--- src/rtl/coms_frame_rx_if.sv ---
// rtl/coms_frame_rx_if.sv - received byte stream from uart_rx into the frame receiver
interface coms_frame_rx_if;
   logic       rx_data_ready;
   logic [7:0] rx_data;

   modport master (output rx_data_ready, output rx_data);
   modport slave  (input  rx_data_ready, input  rx_data);
endinterface

--- src/rtl/coms_frame_rx.sv ---
// rtl/coms_frame_rx.sv - magic-synced payload frame receiver with CRC16, ID filter, timeout and counters
module coms_frame_rx #(
   parameter logic [31:0] MAGIC_NUMBER   = 32'h1CEB00DA,
   parameter int          MAGIC_LENGTH   = 4,
   parameter int          PAYLOAD_LENGTH = 24,
   parameter int          TIMEOUT_CYCLES = 8334,
   parameter int          CNT_W          = 16
) (
   input  logic                          clk,
   input  logic                          reset,
   coms_frame_rx_if.slave                rx,
   input  logic [7:0]                    expected_id,
   input  logic                          id_check_enable,
   output logic [8*PAYLOAD_LENGTH-1:0]   frame_data,
   output logic [7:0]                    frame_id,
   output logic                          frame_valid,
   output logic                          crc_error,
   output logic                          id_error,
   output logic                          timeout_error,
   output logic [CNT_W-1:0]              frame_count,
   output logic [CNT_W-1:0]              error_count,
   output logic                          busy
);
   localparam int MW = 8 * MAGIC_LENGTH;
   localparam int IW = $clog2(PAYLOAD_LENGTH + 2);
   localparam int TW = $clog2(TIMEOUT_CYCLES + 1);
   localparam int BW = $clog2(8 * PAYLOAD_LENGTH);
   localparam logic [IW-1:0] IDX_HI = IW'(PAYLOAD_LENGTH);
   localparam logic [IW-1:0] IDX_LO = IW'(PAYLOAD_LENGTH + 1);
   localparam logic [TW-1:0] T_LAST = TW'(TIMEOUT_CYCLES - 1);

   typedef enum logic [1:0] {HUNT, RECEIVE, CHECK} state_t;

   state_t                      state, state_nxt;
   logic [MW-1:0]               cand;
   logic                        magic_hit;
   logic [IW-1:0]               idx;
   logic [BW-1:0]               boff;
   logic [TW-1:0]               tcnt;
   logic [15:0]                 crc;
   logic [15:0]                 crc_rx;
   logic [8*PAYLOAD_LENGTH-1:0] pbuf;
   logic                        timeout_hit;
   logic                        chk_crc_bad;
   logic                        chk_id_bad;
   logic                        chk_good;

   // CRC16 0x8005, one byte, MSB first (same result as nextCRC16_D8)
   function automatic logic [15:0] next_crc16_d8(input logic [15:0] c, input logic [7:0] d);
      logic [15:0] r;
      r = c;
      for (int i = 7; i >= 0; i--) begin
         r = {r[14:0], 1'b0} ^ ((r[15] ^ d[i]) ? 16'h8005 : 16'h0000);
      end
      return r;
   endfunction

   // candidate window = previous MAGIC_LENGTH-1 bytes plus the byte arriving now
   generate
      if (MAGIC_LENGTH > 1) begin : g_shift
         logic [MW-9:0] shift;
         assign cand = {shift, rx.rx_data};
         // magic history shifts on every byte, whatever the state
         always_ff @(posedge clk) begin
            if (!reset) shift <= '0;
            else if (rx.rx_data_ready) shift <= cand[MW-9:0];
         end
      end else begin : g_noshift
         assign cand = rx.rx_data;
      end
   endgenerate

   assign magic_hit = rx.rx_data_ready && (cand == MAGIC_NUMBER[MW-1:0]);
   assign busy      = (state != HUNT);
   assign boff      = BW'({idx, 3'b000});

   // state register
   always_ff @(posedge clk) begin
      if (!reset) state <= HUNT;
      else        state <= state_nxt;
   end

   // next-state logic; a byte in the expiry cycle keeps the frame alive
   always_comb begin
      state_nxt = state;
      case (state)
         HUNT:    if (magic_hit) state_nxt = RECEIVE;
         RECEIVE: begin
            if (rx.rx_data_ready && idx == IDX_LO) state_nxt = CHECK;
            else if (timeout_hit)                  state_nxt = HUNT;
         end
         default: state_nxt = HUNT;
      endcase
   end

   // frame verdict decode; at most one of the three is set per frame
   always_comb begin
      timeout_hit = (state == RECEIVE) && !rx.rx_data_ready && (tcnt == T_LAST);
      chk_crc_bad = (state == CHECK) && (crc != crc_rx);
      chk_id_bad  = (state == CHECK) && (crc == crc_rx) && id_check_enable &&
                    (pbuf[7:0] != expected_id);
      chk_good    = (state == CHECK) && (crc == crc_rx) && !chk_id_bad;
   end

   // datapath: byte collection, CRC, timeout counter, registered status and counters
   always_ff @(posedge clk) begin
      if (!reset) begin
         idx           <= '0;
         tcnt          <= '0;
         crc           <= '0;
         crc_rx        <= '0;
         pbuf          <= '0;
         frame_data    <= '0;
         frame_id      <= '0;
         frame_valid   <= 1'b0;
         crc_error     <= 1'b0;
         id_error      <= 1'b0;
         timeout_error <= 1'b0;
         frame_count   <= '0;
         error_count   <= '0;
      end else begin
         frame_valid   <= chk_good;
         crc_error     <= chk_crc_bad;
         id_error      <= chk_id_bad;
         timeout_error <= timeout_hit;
         if (chk_good) begin
            frame_data <= pbuf;
            frame_id   <= pbuf[7:0];
            if (frame_count != '1) frame_count <= frame_count + 1'b1;
         end
         if ((chk_crc_bad || chk_id_bad || timeout_hit) && error_count != '1)
            error_count <= error_count + 1'b1;
         case (state)
            HUNT: begin
               if (magic_hit) begin
                  idx  <= '0;
                  tcnt <= '0;
                  crc  <= 16'hFFFF;
               end
            end
            RECEIVE: begin
               if (rx.rx_data_ready) begin
                  tcnt <= '0;
                  idx  <= idx + 1'b1;
                  if (idx < IDX_HI) begin
                     pbuf[boff +: 8] <= rx.rx_data;
                     crc             <= next_crc16_d8(crc, rx.rx_data);
                  end else if (idx == IDX_HI) begin
                     crc_rx[15:8] <= rx.rx_data;
                  end else begin
                     crc_rx[7:0]  <= rx.rx_data;
                  end
               end else begin
                  tcnt <= tcnt + 1'b1;
               end
            end
            default: ;
         endcase
      end
   end
endmodule

--- src/flat_wrapper.sv ---
// flat-port wrapper written by rule: the top's interface ports become plain ports
module coms_frame_rx_flat 
#(
   parameter logic [31:0] MAGIC_NUMBER   = 32'h1CEB00DA,
   parameter int          MAGIC_LENGTH   = 4,
   parameter int          PAYLOAD_LENGTH = 24,
   parameter int          TIMEOUT_CYCLES = 8334,
   parameter int          CNT_W          = 16
)
  (clk, reset, expected_id, id_check_enable, frame_data, frame_id, frame_valid, crc_error, id_error, timeout_error, frame_count, error_count, busy, rx_rx_data_ready, rx_rx_data);
  coms_frame_rx_if rx_i ();
  input  logic clk;
  input  logic reset;
  input  logic [7:0] expected_id;
  input  logic id_check_enable;
  output logic [8*PAYLOAD_LENGTH-1:0] frame_data;
  output logic [7:0] frame_id;
  output logic frame_valid;
  output logic crc_error;
  output logic id_error;
  output logic timeout_error;
  output logic [CNT_W-1:0] frame_count;
  output logic [CNT_W-1:0] error_count;
  output logic busy;
  input wire logic [$bits(rx_i.rx_data_ready)-1:0] rx_rx_data_ready;
  input wire logic [$bits(rx_i.rx_data)-1:0] rx_rx_data;
  assign rx_i.rx_data_ready = rx_rx_data_ready;
  assign rx_i.rx_data = rx_rx_data;
  coms_frame_rx #(.MAGIC_NUMBER(MAGIC_NUMBER), .MAGIC_LENGTH(MAGIC_LENGTH), .PAYLOAD_LENGTH(PAYLOAD_LENGTH), .TIMEOUT_CYCLES(TIMEOUT_CYCLES), .CNT_W(CNT_W)) u_core (.clk(clk), .reset(reset), .rx(rx_i), .expected_id(expected_id), .id_check_enable(id_check_enable), .frame_data(frame_data), .frame_id(frame_id), .frame_valid(frame_valid), .crc_error(crc_error), .id_error(id_error), .timeout_error(timeout_error), .frame_count(frame_count), .error_count(error_count), .busy(busy));
endmodule
--- config.mk ---
export PLATFORM = sky130hd
export DESIGN_NAME = coms_frame_rx_flat
export DESIGN_NICKNAME = d
export VERILOG_FILES = /design/src/rtl/coms_frame_rx_if.sv /design/src/rtl/coms_frame_rx.sv /design/src/flat_wrapper.sv
export SDC_FILE = /design/constraint.sdc
export NUM_CORES = 1
export LEC_CHECK = 0
export BUFFER_PORTS_ARGS = -buffer_cell sky130_fd_sc_hd__buf_2
export CORE_ASPECT_RATIO = 2
export CORE_MARGIN = 10
export CORE_UTILIZATION = 52
export CTS_BUF_LIST = sky130_fd_sc_hd__clkbuf_16
export DETAILED_ROUTE_END_ITERATION = 8
export GPL_TIMING_DRIVEN = 1
export MAX_ROUTING_LAYER = met4
export PLACE_DENSITY = 0.73
export SLEW_MARGIN = 20
export SYNTH_ARGS = -nofsm -noshare
export SYNTH_HDL_FRONTEND = slang
export SYNTH_SLANG_ARGS = --single-unit
--- constraint.sdc ---
create_clock -name clk -period 2.55 [get_ports clk]
set_input_delay 0.6375 -clock clk [delete_from_list [all_inputs] [get_ports clk]]
set_output_delay 0.6375 -clock clk [all_outputs]
set_load 0.05 [all_outputs]
==> flow_summary.toml, run 1 <==
[critical_path]
critical_path.slowest_cell = "o21ai_4"
path_max_fanout = 13
path_cells = "inv_1 -> ha_1 -> nor2b_1 -> nor3_1 -> o21ba_2 -> o21ai_4 -> nand4b_1 -> buf_4 -> mux2i_1 -> nor2_1"
reg2reg_slack_ns = 0.15
crit_arrival_ns = 2.83
required_ns = 2.98
critical_path.endpoint_type = "flop"
path_class = "flop to flop"
critical_path.max_stage_delay_ns = 0.50
start_kind = "flop"

[sta]
finClkSkew_ns = 0.01520
hold_violations = 0
max_slew_margin_pct = 51.08
worst_pin_slew_ns = 0.7338
finalSetupViolCount = 0
final.min_clock_period_ns = 2.399
tns_ns = 0
setup_ws_ns = 0.1514
rsz0062_at_grt = "false"
fmax_mhz = 416.9
finalCritPeriodShare_pct = 94.06
maxSlewViolCount = 0

[place]
preCtsSetupSlack_ns = -0.08925
place_congestion = 0.9196
placedCellCount = 2885
numPortBuffers = 256
dp_hpwl_um = 41470

[die]
dieArea_um2 = 45570
initial_utilization_pct = 52.66
dieHeight_um = 292.1
io_pins = 257
fp.coreArea_um2 = 36540
rows = 99
die_w_um = 156.0

[clock_network]
htreeDepth = 2
cts.sinks = 497
clk_latency_ns = 0.56
cts.root.buffer_cell = "clkbuf_16"
cts_tree = "done"
clockBufferDepth = 3
cts.clk_slew.worst_paths_ns = 0.07
numCtsBuffers = 43

[power_and_ir_drop]
vdd_ir_drop_max_mv = 0.4454
power_w = 0.01487
total_leakage_power_nw = 9.093
powerDensity_nw_per_um2 = 644.8

[layout]
fin_nets = 2507
n_fill_cell = 3202
multi_input_area_um2 = 8746
syn_to_final_growth_pct = 19.84
seq_area_um2 = 9950
antenna_cells = 0
utilization_pct = 63.11
instances_no_fill = 2963
drive_above_1_share_pct = 19.21

[synth]
syn_avg_cell_area_um2 = 8.641
ys_async_sr_fraction_pct = 0
synth.largest_area_cell = "dfxtp_1"
synth-seq-cells = 497
netlist_instances = 2227
synth.most_common_cell = "dfxtp_1"
yosysSeqAreaShare_pct = 51.70
ys_top_cells_by_count = "497 x dfxtp_1, 445 x nand2_1, 295 x nor2_1"
yosys_warnings = 0
synth_fp_nets = 2256
syn_area_um2 = 19240
synth_area_leaders = "dfxtp_1 52%, mux2i_1 9.6%, nand2_1 8.7%, a21oi_1 6.7%, nor2_1 5.8%"
synth_cell_types = 54
synth_top_area_share_pct = 51.70
synth_top_flop_cell = "dfxtp_1"
synth_edf_count = 0

[min_path]
hp-class = "flop to flop"

[route]
postRouteWirelength_um = 57120
drt_iter0_markers = 1020
vias = 16330
final_antenna_net_count = 0
dr.pass1.iters = 5
routed_via_density = 5.511
routedWlPerCell_um = 19.28
drc = 0

[grt]
grt_max_degree = 126
grt_pass1_vias = 15920
antenna_found_initial = 0
grt_pass1_wl_um = 87520
grt.total_usage_pct = 24.63
grt_remaining_overflow = 0

[run_status]
outcome = "complete, no violations"

[job]
cap_viol_max_count = 0
## report_power, final
| group | internal (W) | switching [W] |
|---|---|---|
| combinational | 0.000111 | 0.000241 |
| sequential | 0.00777 | 0.0000118 |
| clock | 0.00380 | 0.00294 |
| total | 0.0117 | 0.00319 |
## layer usage
metal,global-route usage [%],vias up,part of all wire (%)
li1,-,7925,-
met1,24.42,7795,36
met2,45.63,473,55
met3,3.431,137,4.8
met4,12.10,0,4.7
met5,-,-,0
## sequential cells by signal, indices dropped and copies added (netlist names)
signal	cells
u_core.tcnt	14
u_core.idx	5
u_core.frame_count	16
u_core.crc_rx	16
u_core.error_count	16
u_core.frame_id	7
u_core.frame_data	185
u_core.state	2
u_core.id_error	1
u_core.timeout_error	1
u_core.crc_error	1
u_core.frame_valid	1
u_core.pbuf	192
u_core.g_shift.shift	24
u_core.crc	16
## cell families (layout without fill, tap and decap cells)
kind of cell	count (synthesis)	count (layout)	synth area share, %
AOI/OAI and AO/OA	311	311	8.843
buffers and inverters	164	446	3.511
muxes	184	184	9.571
and+or+nand+nor	983	983	22.19
adders and majority gates	9	9	0.5852
DFF	497	497	51.70
xor gates and xnor gates	79	79	3.596
## critical path: cells and delay by family (launching register included)
kind	cells	cell delay (ns)
adder cells (fa/ha/maj)	1	0.17
AO/OA/AOI/OAI	2	0.73
AND/OR/NAND/NOR	4	0.57
buffers and inverters	2	0.26
multiplexers	1	0.22
flip-flops	1	0.34
## worst paths after layout
check,start,end,depth (start not counted)
max,u_core.idx[0],u_core.pbuf[68],10
max reg2reg,u_core.idx[0],u_core.pbuf[68],10
min reg2reg,u_core.frame_data[119],u_core.frame_data[119],2
min,u_core.frame_data[119],u_core.frame_data[119],2
## layout make-up
class	count	area share (%)
Clock buffer	43	4.666
Clock inverter	33	1.497
Multi-Input combinational cell	1566	37.92
Tap cell	454	2.463
Sequential cell	497	43.14
Inverter	8	0.1628
Timing Repair Buffer	362	10.15
## placed cells by master, fill, tap and decap left out, types with 3 or more instances in the layout
master and count:
nor3_1 66, clkinv_1 8, o21ai_0 17, o31ai_1 3, a21oi_1 257, mux2i_1 184
nand4_1 17, xor2_1 33, inv_1 10, nor2_4 10, o221a_2 16, and4_1 4
nand2b_1 7, nor4_1 16, nor3_2 3, and3_1 15, xnor2_1 45, or4_1 3
buf_4 85, clkinvlp_4 3, bufinv_16 7, nor4bb_1 3, buf_12 21, nand3b_1 4
nor2_2 4, buf_2 256, nand2_1 444, nand3_1 41, nor2b_1 5, nor2_1 295
and2_1 16, clkbuf_16 43, or3_1 9, clkinv_2 9, dfxtp_1 497, ha_1 9
o21a_1 5
## stage by stage
step                hold WS [ns]  area, µm²
detailed placement        0.4413      21560
global placement          0.4368      21560
CTS                       0.4504      22990
global route              0.4609      23060
finish                    0.4500      23060
floorplan                 0.4322      19300
## timing repair
item,CTS,global route
pin swaps,0,2
gates cloned,0,0
hold endpoints to repair,0,0
hold buffers,0,0
endpoints found under the setup margin,5,58
resized for setup,1,6
setup buffers,0,2
(Power assumes the default switching activity.)
==> run 2: changes to the inputs <==
--- a/config.mk
+++ b/config.mk
@@ -6,14 +6,16 @@
 export NUM_CORES = 1
 export LEC_CHECK = 0
 export BUFFER_PORTS_ARGS = -buffer_cell sky130_fd_sc_hd__buf_2
+export CELL_PAD_IN_SITES_DETAIL_PLACEMENT = 2
+export CELL_PAD_IN_SITES_GLOBAL_PLACEMENT = 2
 export CORE_ASPECT_RATIO = 2
 export CORE_MARGIN = 10
-export CORE_UTILIZATION = 52
+export CORE_UTILIZATION = 31
 export CTS_BUF_LIST = sky130_fd_sc_hd__clkbuf_16
 export DETAILED_ROUTE_END_ITERATION = 8
 export GPL_TIMING_DRIVEN = 1
 export MAX_ROUTING_LAYER = met4
-export PLACE_DENSITY = 0.73
+export PLACE_DENSITY = 0.72
 export SLEW_MARGIN = 20
 export SYNTH_ARGS = -nofsm -noshare
 export SYNTH_HDL_FRONTEND = slang
==> flow_summary.toml, run 2 (synthesis gave the netlist of run 1 again) <==
[place]
place_congestion = 0.8241
numPortBuffers = 256
dp_hpwl_um = 53720

[clock_network]
numCtsBuffers = 48
clk_latency_ns = 0.61
cts.root.buffer_cell = "clkbuf_16"
cts_hold_buf = 0
cts.sinks = 497
clockBufferDepth = 3
cts_tree = "done"
cts.clk_slew.worst_paths_ns = 0.07
htreeDepth = 2

[grt]
grt_remaining_overflow = 0
grt.total_usage_pct = 20.41
antenna_found_initial = 3
grt_max_degree = 97
grt_pass1_wl_um = 114100
grt_pass1_vias = 18610

[die]
rows = 129
initial_utilization_pct = 31.21
dieArea_um2 = 73050
dieHeight_um = 372.4
fp.coreArea_um2 = 61660
io_pins = 257
die_w_um = 196.2

[sta]
fmax_mhz = 402.9
final.min_clock_period_ns = 2.482
hold_violations = 0
worst_pin_slew_ns = 0.6478
finalSetupViolCount = 0
maxSlewViolCount = 0
finClkSkew_ns = 0.02192
hold_ws_ns = 0.4477
max_slew_margin_pct = 56.53
rsz0062_at_grt = "true"
finalCritPeriodShare_pct = 97.35

[layout]
drive_above_1_share_pct = 20.99
largest_reg_flops = 192
fin_nets = 2544
reg.largest.list = "u_core.pbuf x192, u_core.frame_data x185, u_core.g_shift.shift x24"
syn_to_final_growth_pct = 24.12
mostFrequentLayoutCells = "497 x dfxtp_1, 445 x nand2_1, 293 x nor2_1, 256 x a21oi_1, 256 x buf_2"
utilization_pct = 38.74
largest-register = "u_core.pbuf"
mostFrequentLayoutCell = "dfxtp_1"

[power_and_ir_drop]
p_seq_share_pct = 50.9
internal-power_w = 0.01167
swShare_pct = 23.71
p_clk_share_pct = 46.6
powerDensity_nw_per_um2 = 640.3
comb_power_share_pct = 2.5
switching_power_w = 0.003626
vdd_ir_drop_max_mv = 0.4276
total_leakage_power_nw = 9.328

[route]
drt_iter0_markers = 673
final_antenna_net_count = 0
routedWlPerCell_um = 22.36
postRouteWirelength_um = 74700
drc = 0
vias = 16680
dr.pass1.iters = 4
routed_via_density = 4.993

[job]
cap_viol_max_count = 0

[critical_path]
reg2reg_slack_ns = 0.07
r2r_start = "u_core.tcnt[10]"
start_kind = "flop"
crit_arrival_ns = 3.02
path_max_fanout = 6
startpoint = "u_core.tcnt[10]"
endpoint = "u_core.error_count[3]"
required_ns = 3.08
regToRegEndpoint = "u_core.error_count[3]"
r2r_cells = 7
path_class = "flop to flop"
critical_path.endpoint_type = "flop"

[min_path]
hp-class = "primary input to flop"

[run_status]
outcome = "complete, no violations"
-- run 2: cell count changes in the layout (fill, tap and decap cells not counted), moves of 3 or more --
cell and change:
inv_1 +4, buf_6 +3, clkbuf_16 +5, buf_4 +30
nor3_1 -7, bufinv_16 -4, nor3_2 +6
-- run 2: metal layers --
metal / track usage, % / up-vias / part of all wire, %
li1: - / 7991 / -
met1: 21.69 / 8334 / 40
met2: 37.95 / 265 / 54
met3: 2.935 / 86 / 3.2
met4: 6.351 / 0 / 2.8
met5: - / - / 0
-- run 2: area by class of cell --
| cell class | instances | area, µm² |
|---|---|---|
| timing repair buffer | 393 | 2559 |
| clock inverter | 40 | 311.5 |
| antenna | 1 | 2.502 |
| multi-input combinational | 1567 | 8841 |
| sequential | 497 | 9950 |
| inverter | 8 | 37.54 |
| clock buffer | 48 | 1201 |
| fill | 7002 | 37770 |
| tap | 786 | 983.4 |
-- run 2: worst min-delay path by stage --
stage | from | to | slack [ns] | depth (start not counted)
global route | reset | u_core.state[1] | 0.44 | 3
floorplan | u_core.pbuf[101] | u_core.pbuf[101] | 0.43 | 2
CTS | reset | u_core.state[1] | 0.42 | 3
global placement | u_core.frame_data[112] | u_core.frame_data[112] | 0.44 | 2
finish | reset | u_core.state[1] | 0.45 | 3
detailed placement | u_core.frame_data[97] | u_core.frame_data[97] | 0.44 | 2
-- run 2: power groups by stage --
stage | combinational (W) | clock (W) | sequential [W]
2_1_floorplan | 0.000213 | 0 | 0.00796
3_3_place_gp | 0.000390 | 0 | 0.00796
3_5_place_dp | 0.000398 | 0 | 0.00796
4_1_cts | 0.000399 | 0.00734 | 0.00778
5_1_grt | 0.000420 | 0.00766 | 0.00778
6_report | 0.000389 | 0.00712 | 0.00778
-- run 2: per-stage QoR --
| step | cells | total power, W | worst slack, ns | instance area (µm²) | setup TNS (ns) |
|---|---|---|---|---|---|
| after floorplan | 2227 | 0.008170 | 0.02049 | 19300 | 0 |
| after global placement | 3243 | 0.008352 | -0.1074 | 22150 | -3.303 |
| after detailed placement | 3243 | 0.008360 | -0.2740 | 22150 | -13.10 |
| after CTS | 3331 | 0.01552 | 0.04166 | 23690 | 0 |
| after global routing | 3340 | 0.01586 | -0.04074 | 23890 | -0.04868 |
| final | 3340 | 0.01529 | 0.06770 | 23890 | 0 |
-- run 2: worst max-delay path, cell delays in order (launching register included) --
cell and delay (ns):
dfxtp_1 0.39, or4_4 0.56, nor3_4 0.32, o22ai_2 0.14, or2_1 0.26, buf_4 0.17
or4_1 0.50, nand2_1 0.09
-- run 2: repair_timing --
item / 4_1_cts / 5_1_grt
buffers inserted: 0 / 7
pin swaps: 0 / 7
endpoints found under the setup margin: 61 / 188
gates cloned: 0 / 1
gates resized for setup: 5 / 23
==> run 3: changes to the inputs <==
--- a/config.mk
+++ b/config.mk
@@ -5,17 +5,17 @@
 export SDC_FILE = /design/constraint.sdc
 export NUM_CORES = 1
 export LEC_CHECK = 0
-export BUFFER_PORTS_ARGS = -buffer_cell sky130_fd_sc_hd__buf_2
 export CELL_PAD_IN_SITES_DETAIL_PLACEMENT = 2
 export CELL_PAD_IN_SITES_GLOBAL_PLACEMENT = 2
 export CORE_ASPECT_RATIO = 2
 export CORE_MARGIN = 10
-export CORE_UTILIZATION = 31
+export CORE_UTILIZATION = 34
 export CTS_BUF_LIST = sky130_fd_sc_hd__clkbuf_16
 export DETAILED_ROUTE_END_ITERATION = 8
+export DONT_BUFFER_PORTS = 1
 export GPL_TIMING_DRIVEN = 1
 export MAX_ROUTING_LAYER = met4
-export PLACE_DENSITY = 0.72
+export PLACE_DENSITY = 0.71
 export SLEW_MARGIN = 20
 export SYNTH_ARGS = -nofsm -noshare
 export SYNTH_HDL_FRONTEND = slang
==> flow_summary.toml, run 3 (synthesis gave the netlist of run 1 again) <==
[grt]
grt_remaining_overflow = 0
top_usage_layer = "met2"
met1_usage_pct = 20.53
grt_pass1_wl_um = 108900
use_met3_pct = 4.732
grt_max_degree = 96
grt_pass1_vias = 17620
antenna_found_initial = 1
met2_usage_pct = 40.26
grt.total_usage_pct = 21.32

[sta]
finClkSkew_ns = 0.02237
finalSetupViolCount = 0
worst_pin_slew_ns = 0.7258
hold_ws_ns = 0.1958
rsz0062_at_grt = "true"
hold_violations = 0
max_slew_margin_pct = 51.61
finalCritPeriodShare_pct = 97.00
maxSlewViolCount = 0
fmax_mhz = 404.3
final.min_clock_period_ns = 2.473

[power_and_ir_drop]
p_seq_share_pct = 51.3
p_clk_share_pct = 46.9
powerDensity_nw_per_um2 = 666.9
comb_power_share_pct = 1.8
internal-power_w = 0.01180
switching_power_w = 0.003373
total_leakage_power_nw = 8.068
vdd_ir_drop_max_mv = 0.4680
swShare_pct = 22.23

[place]
place_congestion = 0.8205
numPortBuffers = 0
dp_hpwl_um = 51530
placedCellCount = 2968
dpl_cell_area_um2 = 21030

[critical_path]
regToRegEndpoint = "u_core.frame_data[135]"
critical_path.max_stage_delay_ns = 0.34
critical_path.slowest_cell = "dfxtp_1"
path_class = "flop to flop"
critical_path.endpoint_type = "flop"
crit_path_frequent_cell = "buf_4"
start_kind = "flop"
path_cells = "xor2_1 -> nor4_2 -> buf_4 -> and4_4 -> buf_6 -> and3_4 -> buf_12 -> buf_4 -> nand2_1 -> a21oi_1"
r2r_start = "u_core.crc[11]"
required_ns = 3.05
reg2reg_slack_ns = 0.08
path_max_fanout = 8
worstPathBufferInverterCount = 4
startpoint = "u_core.crc[11]"
crit_arrival_ns = 2.98
critPathTopFamily = "simple AND/OR/NAND/NOR gates"
r2r_cells = 10

[layout]
mostFrequentLayoutCell = "dfxtp_1"
drive_above_1_share_pct = 12.29
fin_nets = 2301
syn_to_final_growth_pct = 18.23
seq_area_um2 = 9951
largest-register = "u_core.pbuf"
multi_input_area_um2 = 8775
instances_no_fill = 3062
final_cell_area_um2 = 22750
n_fill_cell = 6207
reg.largest.list = "u_core.pbuf x192, u_core.frame_data x185, u_core.g_shift.shift x24"
largest_reg_flops = 192
mostFrequentLayoutCells = "496 x dfxtp_1, 444 x nand2_1, 295 x nor2_1, 255 x a21oi_1, 184 x mux2i_1"

[min_path]
hp-class = "primary input to flop"
holdPathEnd = "u_core.state[1]"
holdPathStages = 2
hold_start = "reset"

[clock_network]
cts_tree = "done"
clk_latency_ns = 0.60
htreeDepth = 2
cts.clk_slew.worst_paths_ns = 0.07
cts.sinks = 497
numCtsBuffers = 47
clockBufferDepth = 3
cts.root.buffer_cell = "clkbuf_16"

[job]
cap_viol_max_count = 0

[die]
dieHeight_um = 356.4
initial_utilization_pct = 34.26
fp.coreArea_um2 = 56170
rows = 123
io_pins = 257
dieArea_um2 = 67090
die_w_um = 188.2

[route]
drt_iter0_markers = 544
routed_via_density = 5.210
routedWlPerCell_um = 23.63
vias = 15950
drc = 0
final_antenna_net_count = 0
postRouteWirelength_um = 72350
dr.pass1.iters = 4

[run_status]
outcome = "complete, no violations"
## run 3: changes by cell type in the layout (fill, tap and decap cells not counted), moves of 3 or more
cell       change
buf_2        -256
buf_4          +7
clkinv_1       +5
a21oi_2        +3
buf_12         +3
clkbuf_16      +3
nor2_2         -3
nor3_1         +3
nor3_2         -3
## run 3: how the worst max path moves through the flow
| stage | end | depth (start not counted) |
|---|---|---|
| global placement | u_core.frame_count[5] | 10 |
| detailed placement | u_core.frame_count[5] | 10 |
| floorplan | u_core.pbuf[48] | 11 |
| CTS | u_core.pbuf[102] | 10 |
| finish | u_core.frame_data[135] | 10 |
| global route | u_core.frame_count[5] | 10 |
## run 3: power by group through the flow
stage | Sequential, W | Clock, W | Combinational (W)
global route | 0.00778 | 0.00762 | 0.000294
finish | 0.00779 | 0.00712 | 0.000269
CTS | 0.00778 | 0.00733 | 0.000273
detailed placement | 0.00796 | 0 | 0.000271
floorplan | 0.00796 | 0 | 0.000213
global placement | 0.00796 | 0 | 0.000263
## run 3: cell type report
type,instances,area share [%]
Antenna cell,1,0.01100
Multi-Input combinational cell,1566,38.57
Timing Repair Buffer,152,6.682
Inverter,8,0.1650
Tap cell,750,4.125
Clock buffer,48,5.279
Clock inverter,40,1.435
Sequential cell,497,43.74
## run 3: timing repair
action,CTS,global route
hold buffers,0,0
gates resized for setup,2,22
endpoints found under the setup margin,10,67
buffers inserted,0,2
pin swaps,0,2
cloned,0,3
## run 3: per-stage QoR
step / utilization (%) / worst slack, ns / setup TNS (ns) / power [W]
after floorplan: - / 0.02049 / 0 / 0.008170
after global placement: 37.43 / 0.06380 / 0 / 0.008224
after detailed placement: 37.43 / -0.03031 / -0.03932 / 0.008233
after CTS: 40.17 / 0.004452 / 0 / 0.01539
after global routing: 40.50 / -0.02373 / -0.09433 / 0.01570
final: 40.50 / 0.07658 / 0 / 0.01517
## run 3: metal layers
| metal | up-vias | part of all wire (%) | wire length (µm) |
|---|---|---|---|
| met3 | 112 | 5.5 | 3956 |
| met5 | - | 0 | 0 |
| met2 | 312 | 55 | 39770 |
| met1 | 8016 | 36 | 25970 |
| li1 | 7514 | - | - |
| met4 | 0 | 3.7 | 2656 |
